**config.mk**
```make
export PLATFORM = sky130hd
export DESIGN_NAME = montpro_serial_flat
export DESIGN_NICKNAME = d
export VERILOG_FILES = /design/src/rtl/montpro_serial_if.sv /design/src/rtl/montpro_serial.sv /design/src/flat_wrapper.sv
export SDC_FILE = /design/constraint.sdc
export NUM_CORES = 2
export LEC_CHECK = 0
export ABC_AREA = 0
export BUFFER_PORTS_ARGS = -buffer_cell sky130_fd_sc_hd__buf_2
export CAP_MARGIN = 15
export CORE_MARGIN = 10
export CORE_UTILIZATION = 45
export CTS_CLUSTER_DIAMETER = 80
export DETAILED_ROUTE_END_ITERATION = 8
export GPL_TIMING_DRIVEN = 0
export SLEW_MARGIN = 5
export SYNTH_ARGS = -nofsm -noshare
export SYNTH_HDL_FRONTEND = slang
export SYNTH_SLANG_ARGS = --single-unit
```
**constraint.sdc**
```tcl
create_clock -name clk -period 14.58 [get_ports clk]
set_input_delay 2.916 -clock clk [delete_from_list [all_inputs] [get_ports clk]]
set_output_delay 2.916 -clock clk [all_outputs]
set_load 0.01 [all_outputs]
```
**src/rtl/montpro_serial_if.sv**
```systemverilog
// Request/response bundle between a Montgomery-product sequencer (master) and
// the bit-serial engine (slave).
interface montpro_serial_if #(
    parameter int WID = 256
);
    // Master drives a/b/m and a one-cycle start. start is honoured only while
    // busy is low. The slave answers with a one-cycle vld; r is meaningful only
    // in that cycle and reads zero otherwise. There is no backpressure.
    logic [WID-1:0] a;
    logic [WID-1:0] b;
    logic [WID-1:0] m;
    logic           start;
    logic [WID-1:0] r;
    logic           vld;
    logic           busy;

    modport master (output a, b, m, start, input r, vld, busy);
    modport slave  (input a, b, m, start, output r, vld, busy);
endinterface

```
**src/rtl/montpro_serial.sv**
```systemverilog
// Radix-2 bit-serial Montgomery product r = a*b*2^-WID mod m with fixed
// WID+1 cycle latency, so paired instances started together finish together.
module montpro_serial #(
    parameter int             WID    = 256,
    parameter int             CNTWID = 8,
    parameter logic [WID-1:0] ZERO   = '0
) (
    input  logic              clk,
    input  logic              rst_n,
    montpro_serial_if.slave   mp,
    output logic [1:0]        dbg_state_o
);
    typedef enum logic [1:0] {
        S_IDLE  = 2'd0,
        S_LOOP  = 2'd1,
        S_FINAL = 2'd2
    } state_t;

    state_t            state_q;
    logic [WID-1:0]    areg_q;
    logic [WID-1:0]    breg_q;
    logic [WID-1:0]    mreg_q;
    logic [WID+1:0]    s_q;
    logic [CNTWID-1:0] cnt_q;
    logic [WID-1:0]    r_q;
    logic              vld_q;

    logic [WID+1:0]    t_add_b;
    logic [WID+1:0]    t_add_m;
    logic [WID+1:0]    s_d;
    logic [WID+1:0]    s_minus_m;
    logic [WID-1:0]    r_d;
    logic              last_iter;

    // s < 2m and t < 4m, so WID+2 bits never overflow.
    always_comb begin
        t_add_b   = s_q + (areg_q[cnt_q] ? {2'b00, breg_q} : '0);
        t_add_m   = t_add_b + (t_add_b[0] ? {2'b00, mreg_q} : '0);
        s_d       = t_add_m >> 1;
        s_minus_m = s_q - {2'b00, mreg_q};
        r_d       = (s_q >= {2'b00, mreg_q}) ? s_minus_m[WID-1:0] : s_q[WID-1:0];
        last_iter = (cnt_q == CNTWID'(WID - 1));
    end

    always_ff @(posedge clk or negedge rst_n) begin
        if (!rst_n) begin
            state_q <= S_IDLE;
            areg_q  <= ZERO;
            breg_q  <= ZERO;
            mreg_q  <= ZERO;
            s_q     <= '0;
            cnt_q   <= '0;
            r_q     <= ZERO;
            vld_q   <= 1'b0;
        end else begin
            // Result port is a pulse: anything but FINAL returns it to zero.
            vld_q <= 1'b0;
            r_q   <= ZERO;
            case (state_q)
                S_IDLE: begin
                    if (mp.start) begin
                        areg_q  <= mp.a;
                        breg_q  <= mp.b;
                        mreg_q  <= mp.m;
                        s_q     <= '0;
                        cnt_q   <= '0;
                        state_q <= S_LOOP;
                    end
                end
                S_LOOP: begin
                    s_q   <= s_d;
                    cnt_q <= cnt_q + CNTWID'(1);
                    if (last_iter) begin
                        state_q <= S_FINAL;
                    end
                end
                S_FINAL: begin
                    r_q     <= r_d;
                    vld_q   <= 1'b1;
                    state_q <= S_IDLE;
                end
                default: state_q <= S_IDLE;
            endcase
        end
    end

    assign mp.r        = r_q;
    assign mp.vld      = vld_q;
    assign mp.busy     = (state_q != S_IDLE);
    assign dbg_state_o = state_q;
endmodule

```
**src/flat_wrapper.sv**
```systemverilog
// flat-port wrapper written by rule: the top's interface ports become plain ports
module montpro_serial_flat 
#(
    parameter int             WID    = 256,
    parameter int             CNTWID = 8,
    parameter logic [WID-1:0] ZERO   = '0
)
  (clk, rst_n, dbg_state_o, mp_a, mp_b, mp_m, mp_start, mp_r, mp_vld, mp_busy);
  montpro_serial_if #(.WID(WID)) mp_i ();
  input  logic clk;
  input  logic rst_n;
  output logic [1:0] dbg_state_o;
  input wire logic [$bits(mp_i.a)-1:0] mp_a;
  input wire logic [$bits(mp_i.b)-1:0] mp_b;
  input wire logic [$bits(mp_i.m)-1:0] mp_m;
  input wire logic [$bits(mp_i.start)-1:0] mp_start;
  output wire logic [$bits(mp_i.r)-1:0] mp_r;
  output wire logic [$bits(mp_i.vld)-1:0] mp_vld;
  output wire logic [$bits(mp_i.busy)-1:0] mp_busy;
  assign mp_i.a = mp_a;
  assign mp_i.b = mp_b;
  assign mp_i.m = mp_m;
  assign mp_i.start = mp_start;
  assign mp_r = mp_i.r;
  assign mp_vld = mp_i.vld;
  assign mp_busy = mp_i.busy;
  montpro_serial #(.WID(WID), .CNTWID(CNTWID), .ZERO(ZERO)) u_core (.clk(clk), .rst_n(rst_n), .mp(mp_i), .dbg_state_o(dbg_state_o));
endmodule
```
==> out/metrics.yaml <==
outcome: "finished with violations"
violated_checks: "setup timing"
ys_seq_elements: 1292
critical_path_required_ps: 15330
placementRows: 178
fin_setup_tns_ps: -211
synthXorXnorAreaFrac: 0.0608
globalplace.congestion: 1.09
drt_first_iter_violations: 14000
share_of_synthesized_registers_carrying_an_async_set_or_reset: 1.00
ctsHtreeMaxLevel: 4
grt_use_total: 0.415
timing.critical_path.buf_inv: 10
clk_latency_ps: 900
synthTopCellsByArea: "dfrtp_1 30%, nand2_1 12%, ha_1 9.0%"
combinational_family_with_the_most_area_after_synthesis: "simple AND/OR/NAND/NOR gates"
die_y_um: 508
yosysUniqueCellTypes: 91
syn_area_per_cell_um2: 7.42
clk_pin_slew_ps: 60
critical_path.most_common_cell: "a21oi_1"
design.final.nets: 17200
die_area_um2: 258000
fraction_of_the_mapped_netlist_area_in_simple_logic_gates: 0.249
synthCells: 14400
globalRouteOverflowTotal: 0
grt_start_max_net_pins: 157
ios: 1031
most_common_cell_after_layout_fill_and_taps_aside: "nand2_1"
hold_class: "flip-flop to flip-flop"
numPortBuffers: 1030
synth.largest_area_cell: "dfrtp_1"
multiplexer_area_fraction_after_synthesis: 0.0181
effective_utilization_at_floorplan: 0.454
fraction_of_the_mapped_netlist_area_in_compound_gates: 0.232
syn_area_um2: 107000
synthesis.yosys.warnings: 0
yosys.area.top_type_share: 0.302
period_needed_ps: 14690
timing.max_slew.rel_slack: 0.0664
layout_common_cells: "3320 x nand2_1, 1481 x a21oi_1, 1317 x o21ai_0"
timing.critical_path.from_type: "flip-flop"
critPathKind: "flip-flop to flip-flop"
worst_slew_pin_slew_ps: 1390
cts_hold_buffers: 0
synth.yosys.seq_area_share: 0.302
placed_cells: 18600
crit_fanout: 11
route.final.wire_length_um: 563000
slack_of_the_worst_reg_to_reg_path_ps: -110
timing.final.ws_setup_ps: -111
synth-main-ff-cell: "dfrtp_1"
critical_path.top_delay_family: "compound AO/OA/AOI/OAI gates"
dr.pass1.iters: 7
critPathCaptureType: "flip-flop"
drt-wirelength-per-cell_um: 29.6
viasPerCell: 6.14
layoutNonFillerInstCount: 19000
design.core.area_um2: 236000
cp_data_arrival_time_ps: 15440
drc_errors: 0
cap_violations: 0
synth-edff-count: 0
postRouteAntennaNets: 0
final_max_slew_viol_count: 0
vias_in_the_first_global_route: 110000
yosys.area_share.adder: 0.0904
fp.dieW_um: 508
post-dp-hpwl_um: 475000
cts_tree: "done"
synth_nets: 16000
finish.utilization: 0.522
period_share: 1.01
routed-via-count: 117000
final-hold-violation-count: 0
worst_hold_margin_ps: 463
synthToLayoutAreaGrowth_pct: 15.1
initial_antenna_violation_count: 91
clock-skew-final_ps: 84.0
ctsRootBufferMaster: "clkbuf_16"
timing.fmax_mhz: 68.1
cts-buffers-inserted: 157
worst_path_slowest_cell: "a2111oi_1"
number_of_sinks_handled_by_clock_tree_synthesis: 1292
grt_first_pass_wirelength_um: 789000
worst_path_largest_cell_delay_ps: 860
finalSetupViolCount: 3
layout_cells_sized_above_1: 0.107
clk_path_buf_depth: 3
## Yosys cell counts, drive strengths merged (108+ instances only)
master and instances:
xor2 276, a21oi 1493, xnor2 467, nand4 483, nand3 164, a21o 363, o21bai 275, o21ai 1346
clkbuf 790, nand2 3321, and2 539, o21a 129, a211oi 108, ha 768, nor2 854, nor3 197
inv 516, dfrtp 1292
## area by class of cell
class                   count  area [µm²]
diodes                     41         103
plain buffers             826        3200
clock buffers             204        4350
clock inverters            83        1150
fillers                 24100      113000
inverters                 517        1940
multi-input cells       11800       70100
flip-flops and latches   1292       32300
well taps                3150        3940
repair buffers           1092        6030
## routing by layer
metal,GRT usage,vias to the layer above,part of all wire
li1,-,52800,-
met1,0.546,55800,0.40
met2,0.611,6487,0.42
met3,0.0978,1423,0.10
met4,0.266,60,0.079
met5,0,-,0.00076
## through the flow
step           area [µm²]  setup slack, ps
2_1_floorplan      107000             3600
3_3_place_gp       116000           -19410
3_5_place_dp       117000            -3330
4_1_cts            123000             30.5
5_1_grt            123000            -14.4
6_report           123000             -111
## path summary, 6_finish.rpt
kind / from / end / depth (start not counted)
hold / removal: u_core.breg_q[115] / u_core.breg_q[115] / 2
hold reg to reg: u_core.breg_q[115] / u_core.breg_q[115] / 2
min in group asynchronous: rst_n / u_core.breg_q[20] / 1
setup reg to reg: u_core.cnt_q[0] / u_core.s_q[233] / 47
max in group asynchronous: rst_n / u_core.areg_q[37] / 4
setup / recovery: u_core.cnt_q[0] / u_core.s_q[233] / 47
## state kept, by name, indices dropped and copies added, names as in the netlist
name,count
u_core.mp.vld,1
u_core.mreg_q,256
u_core.s_q,257
u_core.cnt_q,8
u_core.areg_q,256
u_core.dbg_state_o,2
u_core.mp.r,256
u_core.breg_q,256
## tightest hold or removal path, delay by kind of cell (launching register included)
family	cells	cell delay [ps]
DFF	1	330
and+or+nand+nor	2	100
## what timing repair did
item,in CTS,in global routing
setup endpoints to repair,162,47
pin swaps,9,8
buffers inserted,11,5
resized for setup,98,39
## cell families (layout without fill, tap and decap cells)
group	count (synthesis)	count (layout)
xor gates and xnor gates	743	743
muxes	87	87
and+or+nand+nor	5962	5962
other	0	41
AOI/OAI and AO/OA	4212	4212
adders and majority gates	771	771
buffers and inverters	1352	2722
DFF	1292	1292
Power is not shown: default switching activity piles up to over one toggle a cycle in this logic, so the estimate is an artifact.
